**src/rtl/down_counter_5bit.sv**
```systemverilog
// Loadable down-counter/timer: borrow-chain decrement, one-shot or auto-reload,
// single-cycle done pulse on the 1->0 terminal event.
module down_counter_5bit #(
    parameter int WIDTH = 5
) (
    input  logic             clk,
    input  logic             rst,
    input  logic             load,
    input  logic [WIDTH-1:0] load_val,
    input  logic             start,
    input  logic             stop,
    input  logic             en,
    input  logic             reload_mode,
    output logic [WIDTH-1:0] cnt,
    output logic             zero,
    output logic             busy,
    output logic             done
);

    typedef enum logic {
        S_IDLE = 1'b0,
        S_RUN  = 1'b1
    } state_t;

    state_t           state_reg, state_next;
    logic [WIDTH-1:0] cnt_reg, cnt_next;
    logic [WIDTH-1:0] rld_reg, rld_next;
    logic             done_reg, done_next;

    logic [WIDTH-1:0] dec;
    logic [WIDTH-1:0] borrow;
    logic             cnt_is_zero;
    logic             cnt_is_one;
    logic             rld_is_zero;

    // Ripple-borrow subtract-by-one: a borrow propagates up through low zeros.
    assign borrow[0] = 1'b1;
    for (genvar gi = 0; gi < WIDTH; gi++) begin : g_borrow
        assign dec[gi] = cnt_reg[gi] ^ borrow[gi];
        if (gi < WIDTH - 1) begin : g_prop
            assign borrow[gi+1] = borrow[gi] & ~cnt_reg[gi];
        end
    end

    assign cnt_is_zero = (cnt_reg == '0);
    assign cnt_is_one  = (cnt_reg == WIDTH'(1));
    assign rld_is_zero = (rld_reg == '0);

    always_ff @(posedge clk) begin
        if (rst) begin
            state_reg <= S_IDLE;
            cnt_reg   <= '0;
            rld_reg   <= '0;
            done_reg  <= 1'b0;
        end else begin
            state_reg <= state_next;
            cnt_reg   <= cnt_next;
            rld_reg   <= rld_next;
            done_reg  <= done_next;
        end
    end

    always_comb begin
        state_next = state_reg;
        cnt_next   = cnt_reg;
        rld_next   = rld_reg;
        done_next  = 1'b0;
        if (load) begin
            cnt_next   = load_val;
            rld_next   = load_val;
            state_next = S_IDLE;
        end else begin
            case (state_reg)
                S_IDLE: begin
                    // A zero-length timer completes at once without entering RUN.
                    if (start) begin
                        if (cnt_is_zero) begin
                            done_next = 1'b1;
                        end else begin
                            state_next = S_RUN;
                        end
                    end
                end
                S_RUN: begin
                    if (stop) begin
                        state_next = S_IDLE;
                    end else if (en) begin
                        if (cnt_is_one) begin
                            done_next = 1'b1;
                            if (reload_mode && !rld_is_zero) begin
                                cnt_next = rld_reg;
                            end else begin
                                cnt_next   = '0;
                                state_next = S_IDLE;
                            end
                        end else begin
                            cnt_next = dec;
                        end
                    end
                end
                default: state_next = S_IDLE;
            endcase
        end
    end

    always_comb begin
        cnt  = cnt_reg;
        zero = cnt_is_zero;
        busy = (state_reg == S_RUN);
        done = done_reg;
    end

endmodule

```
**config.mk**
```make
export PLATFORM = sky130hd
export DESIGN_NAME = down_counter_5bit
export DESIGN_NICKNAME = d
export VERILOG_FILES = /design/src/rtl/down_counter_5bit.sv
export SDC_FILE = /design/constraint.sdc
export NUM_CORES = 1
export LEC_CHECK = 0
export ABC_CLOCK_PERIOD_IN_PS = 1900
export CELL_PAD_IN_SITES_DETAIL_PLACEMENT = 0
export CELL_PAD_IN_SITES_GLOBAL_PLACEMENT = 1
export CORE_MARGIN = 4
export CORE_UTILIZATION = 31
export CTS_CLUSTER_DIAMETER = 100
export CTS_CLUSTER_SIZE = 40
export DETAILED_ROUTE_END_ITERATION = 16
export PLACE_DENSITY_LB_ADDON = 0.15
export SETUP_SLACK_MARGIN = 0.5
export SKIP_LAST_GASP = 1
export SYNTH_ARGS = -nofsm -noshare
export SYNTH_HDL_FRONTEND = slang
export SYNTH_SLANG_ARGS = --single-unit
```
**constraint.sdc**
```tcl
create_clock -name clk -period 1.9 [get_ports clk]
set_clock_uncertainty 0.2 [all_clocks]
set_input_delay 0.57 -clock clk [delete_from_list [all_inputs] [get_ports clk]]
set_output_delay 0.57 -clock clk [all_outputs]
set_load 0.01 [all_outputs]
```
# Yosys cells after proc, flatten, opt, wreduce, memory -nomap -nowiden
# Cells that the tools add are included.
# word_totals
regBits,12
latchBits,0
ram_bits,0
mem_bits_ro,0
inputBits,12
out_inout_bits,8
n_memories,0
# op_classes
n_addsub,0
mul,0
div_mod_pow,0
magnitude_cmp,0
n_eq_ne,2
shifts,0
mux,19
bitwise,12
reduce_logical,8
# ops
op,n
5-bit 2-to-1 mux,6
1-bit 2-to-1 mux,11
5-bit zero test,2
"5-bit by 1-bit equality test with 1-bit output, second input constant",1
1-bit inverter,5
1-bit one-hot mux with 2 select lines,2
2-bit nonzero test,2
1-bit XOR,4
1-bit AND,3
3-bit AND reduction,1
"2-bit != test, second input constant",1
2-bit OR reduction,1
1-bit logical AND,1
1-bit zero test,1

# Logic depth before layout (Yosys ltp)
# logic_depth
word_depth,10
mapped_depth,7
mapped_depth_nobuf,7

# Worst setup path after synthesis
# OpenSTA, ideal clock, no wires.
# synth_timing
kind,reg-to-reg
from,register cnt_reg[0] (netlist: cnt[0])
to,register cnt_reg[3] (netlist: cnt[3])
setup_time_ps,91
arrival_time_ps,1640
required_time_ps,1609
path_slack_ps,-31
path_stages_with_launch,7
synth_period_minus_slack_ps,1931
cell_sequence,dfxtp_1 inv_1 ha_1 ha_1 ha_1 or3_1 a311oi_1
# synth_via
elab_chain_cells,9
# synth_rtl
element,line,text
start: declaration,26,"logic [WIDTH-1:0] cnt_reg, cnt_next;"
start signal: assignment,57,cnt_reg <= cnt_next;
1-bit inverter,41,assign borrow[gi+1] = borrow[gi] & ~cnt_reg[gi];
1-bit AND (2 in series),41,
1-bit XOR,39,assign dec[gi] = cnt_reg[gi] ^ borrow[gi];
5-bit 2-to-1 mux (*),88,if (cnt_is_one) begin
5-bit 2-to-1 mux (*),87,end else if (en) begin
5-bit 2-to-1 mux (*),85,if (stop) begin
5-bit 2-to-1 mux (*),73,case (state_reg)
5-bit 2-to-1 mux (*),68,if (load) begin
# Mark *: on every way between the ends. The rest lies on a longest branch, timed or not. The select of a mux whose other input is x is not followed.
# A chain may end at the register's enable or synchronous reset.

# Worst setup path in the final report
# layout_timing
from,register cnt_reg[0] (netlist: cnt[0])
to,output port zero
# layout_via
elab_chain_cells,1
# layout_rtl
element,line,text
5-bit zero test,45,assign cnt_is_zero = (cnt_reg == '0);
end: declaration,15,"output logic zero,"
# Every way passes these cells.

==> results.sh <==
export IMPL_outcome="complete, but fails checks"
export IMPL_violations="negative setup slack"
export IMPL_arrival_ps=1200
export IMPL_coreArea_um2=2210
export IMPL_dp_hpwl_um=1440
export IMPL_cts_root_buffer_cell="clkbuf_4"
export IMPL_cts_buffer_depth=2
export IMPL_gp_congestion=0.711
export IMPL_drt_wl_total_um=2040
export IMPL_ys_ff_latch=12
export IMPL_routedWlPerCell_um=13.4
export IMPL_grt_pass1_wl_um=3310
export IMPL_ant_nets=0
export IMPL_slew_headroom_pct=85.1
export IMPL_grt_max_degree=8
export IMPL_synth_area_top_cells="dfxtp_1 (34%), mux2i_1 (8.4%), ha_1 (7.0%)"
export IMPL_r2r_start="cnt[0]"
export IMPL_cts_htree_levels=1
export IMPL_first_global_vias=744
export IMPL_die_area_um2=3140
export IMPL_path_class="reg2out"
export IMPL_hold_path_class="reg2reg"
export IMPL_fmax_mhz=509
export IMPL_synth_cell_types=29
export IMPL_crit_fanout=2
export IMPL_syn_area_um2=714
export IMPL_syn_nets=93
export IMPL_grt_ovfl_total=0
export IMPL_cp_end_kind="output port"
export IMPL_drc=0
export IMPL_drv_cap=0
export IMPL_maxSlewViolCount=0
export IMPL_numPortBuffers=19
export IMPL_yosysWarnings=0
export IMPL_grt_usage_pct=13.0
export IMPL_antenna_found_initial=0
export IMPL_reg2reg_depth=7
export IMPL_r2r_setup_slack_ps=0
export IMPL_cts_tree="done"
export IMPL_netlist_instances=77
export IMPL_p_int_w=0.000553
export IMPL_combPwrFrac_pct=35.7
export IMPL_start_util_pct=32.3
export IMPL_netlist_top_cell_by_area="dfxtp_1"
export IMPL_drive_gt1_share_pct=54.8
export IMPL_layout_common_cells="buf_4 (21), buf_6 (12), clkdlybuf4s50_1 (10)"
export IMPL_crit_path_end="zero"
export IMPL_layout_commonest_cell="buf_4"
export IMPL_avgSynthCellArea_um2=9.28
export IMPL_io_pin_count=20
export IMPL_startpoint_type="register"
export IMPL_drt_iter0_markers=12
export IMPL_dp_slack_ps=-232
export IMPL_rows=17
export IMPL_finalNetCount=141
export IMPL_r2r_end="cnt[3]"
export IMPL_die_width_um=56.0
export IMPL_vias_per_cell=4.96
export IMPL_cp_data_required_time_ps=1130
export IMPL_syn_to_final_growth_pct=80.2
export IMPL_hold_viol_final=0
export IMPL_num_vias=754
export IMPL_crit_start="cnt[0]"
export IMPL_tightestPinTransition_ps=220
export IMPL_period_share_pct=103
export IMPL_die_height_um=56.0
export IMPL_clk_pin_slew_worst_paths_ps=90
export IMPL_p_per_area_nw_per_um2=604
export IMPL_first_pass_iters=4
export IMPL_total_leakage_power_nw=0.546
export IMPL_fin_ws_ps=-65.4
export IMPL_synth_top_area_share_pct=33.6
export IMPL_cts_sinks=12
export IMPL_seq_power_share_pct=36.5
export IMPL_p_clk_share_pct=27.8
export IMPL_switching_power_w=0.000224
export IMPL_antenna_cells=0
export IMPL_period_minus_slack_ps=1970
export IMPL_vdd_drop_max_uv=428
export IMPL_cts_buffers=3
export IMPL_sw_frac_of_total_pct=28.8
export IMPL_setup_viol=2
export IMPL_rsz0062_at_grt="yes"
export IMPL_seq_area_frac_synth_pct=33.6
export IMPL_hold_ws_ps=334
export IMPL_clk_latency_ps=280
==> synthesized netlist by cell type, drive strengths merged <==
library cell,instances
nand3,4
o311a,1
nor3,4
xnor2,1
buf,2
nand4bb,1
nand2,2
nor2b,1
or3,4
clkbuf,2
a211oi,1
ha,4
o31a,2
mux2i,6
o221a,1
nor4b,2
and3b,1
o21ai,5
or4,1
a32oi,1
inv,8
a311oi,4
nand2b,1
nor2,6
dfxtp,12
==> timing repair <==
| action | CTS | global route |
|---|---|---|
| cloned | 1 | 0 |
| endpoints found under the hold margin | 0 | 0 |
| pin swaps | 8 | 4 |
| hold buffers | 0 | 0 |
| setup buffers | 8 | 4 |
| gates resized for setup | 58 | 7 |
| endpoints found under the setup margin | 20 | 16 |
==> critical path, cell delays in order, from the launching register on <==
cell and delay, ps:
dfxtp_4 360, inv_4 50, ha_4 120, nor4b_4 210
buf_2 180
==> how the worst min path moves through the flow <==
stage                     startpoint          to  slack [ps]  depth (start not counted)
after global routing      rld_reg[0]      cnt[0]         350                          2
after global placement    rld_reg[3]      cnt[3]         300                          2
after detailed placement  rld_reg[3]      cnt[3]         300                          2
after CTS                 rld_reg[3]      cnt[3]         300                          2
after floorplan           rld_reg[3]  rld_reg[3]         270                          2
final                     rld_reg[0]      cnt[0]         330                          2
==> logic make-up (layout without fill, tap and decap cells) <==
kind of cell,count (synthesis),in the layout,synth area share (%)
AO/OA/AOI/OAI,15,15,19.1
XOR/XNOR,1,1,1.23
adder cells (fa/ha/maj),4,4,7.01
buffers and inverters,12,59,7.53
flip-flops,12,12,33.6
multiplexers,6,6,8.41
AND/OR/NAND/NOR,27,27,23.1
==> area by class of cell <==
type | count | area (um2)
Timing Repair Buffer | 47 | 413
Clock buffer | 4 | 36.3
Sequential cell | 12 | 253
Inverter | 8 | 32.5
Multi-Input combinational cell | 53 | 518
Tap cell | 28 | 35.0
Fill cell | 209 | 925
==> metal layers <==
metal	routed length (um)	track usage (%)	up-vias
li1	-	-	379
met1	938	16.9	353
met2	989	21.5	17
met5	0	0	-
met4	31	5.08	0
met3	81	1.86	5
==> through the flow <==
stage | util [%] | total power [W] | area, um2 | instances | setup TNS [ps]
4_1_cts | 55.7 | 0.000757 | 1230 | 148 | -83.3
6_report | 58.2 | 0.000777 | 1290 | 152 | -70.1
5_1_grt | 58.2 | 0.000819 | 1290 | 152 | -213
3_5_place_dp | 48.4 | 0.000508 | 1070 | 135 | -1320
2_1_floorplan | - | 0.000399 | 757 | 77 | 0
3_3_place_gp | 48.4 | 0.000504 | 1070 | 135 | -1190
==> power by group through the flow <==
stage / combinational [W] / clock, W / sequential (W)
after detailed placement: 0.000221 / 0 / 0.000287
after global routing: 0.000305 / 0.000227 / 0.000287
final: 0.000277 / 0.000216 / 0.000284
after CTS: 0.000262 / 0.000212 / 0.000283
after global placement: 0.000217 / 0 / 0.000287
after floorplan: 0.000104 / 0 / 0.000296
Power figures use the tool's default switching activity.
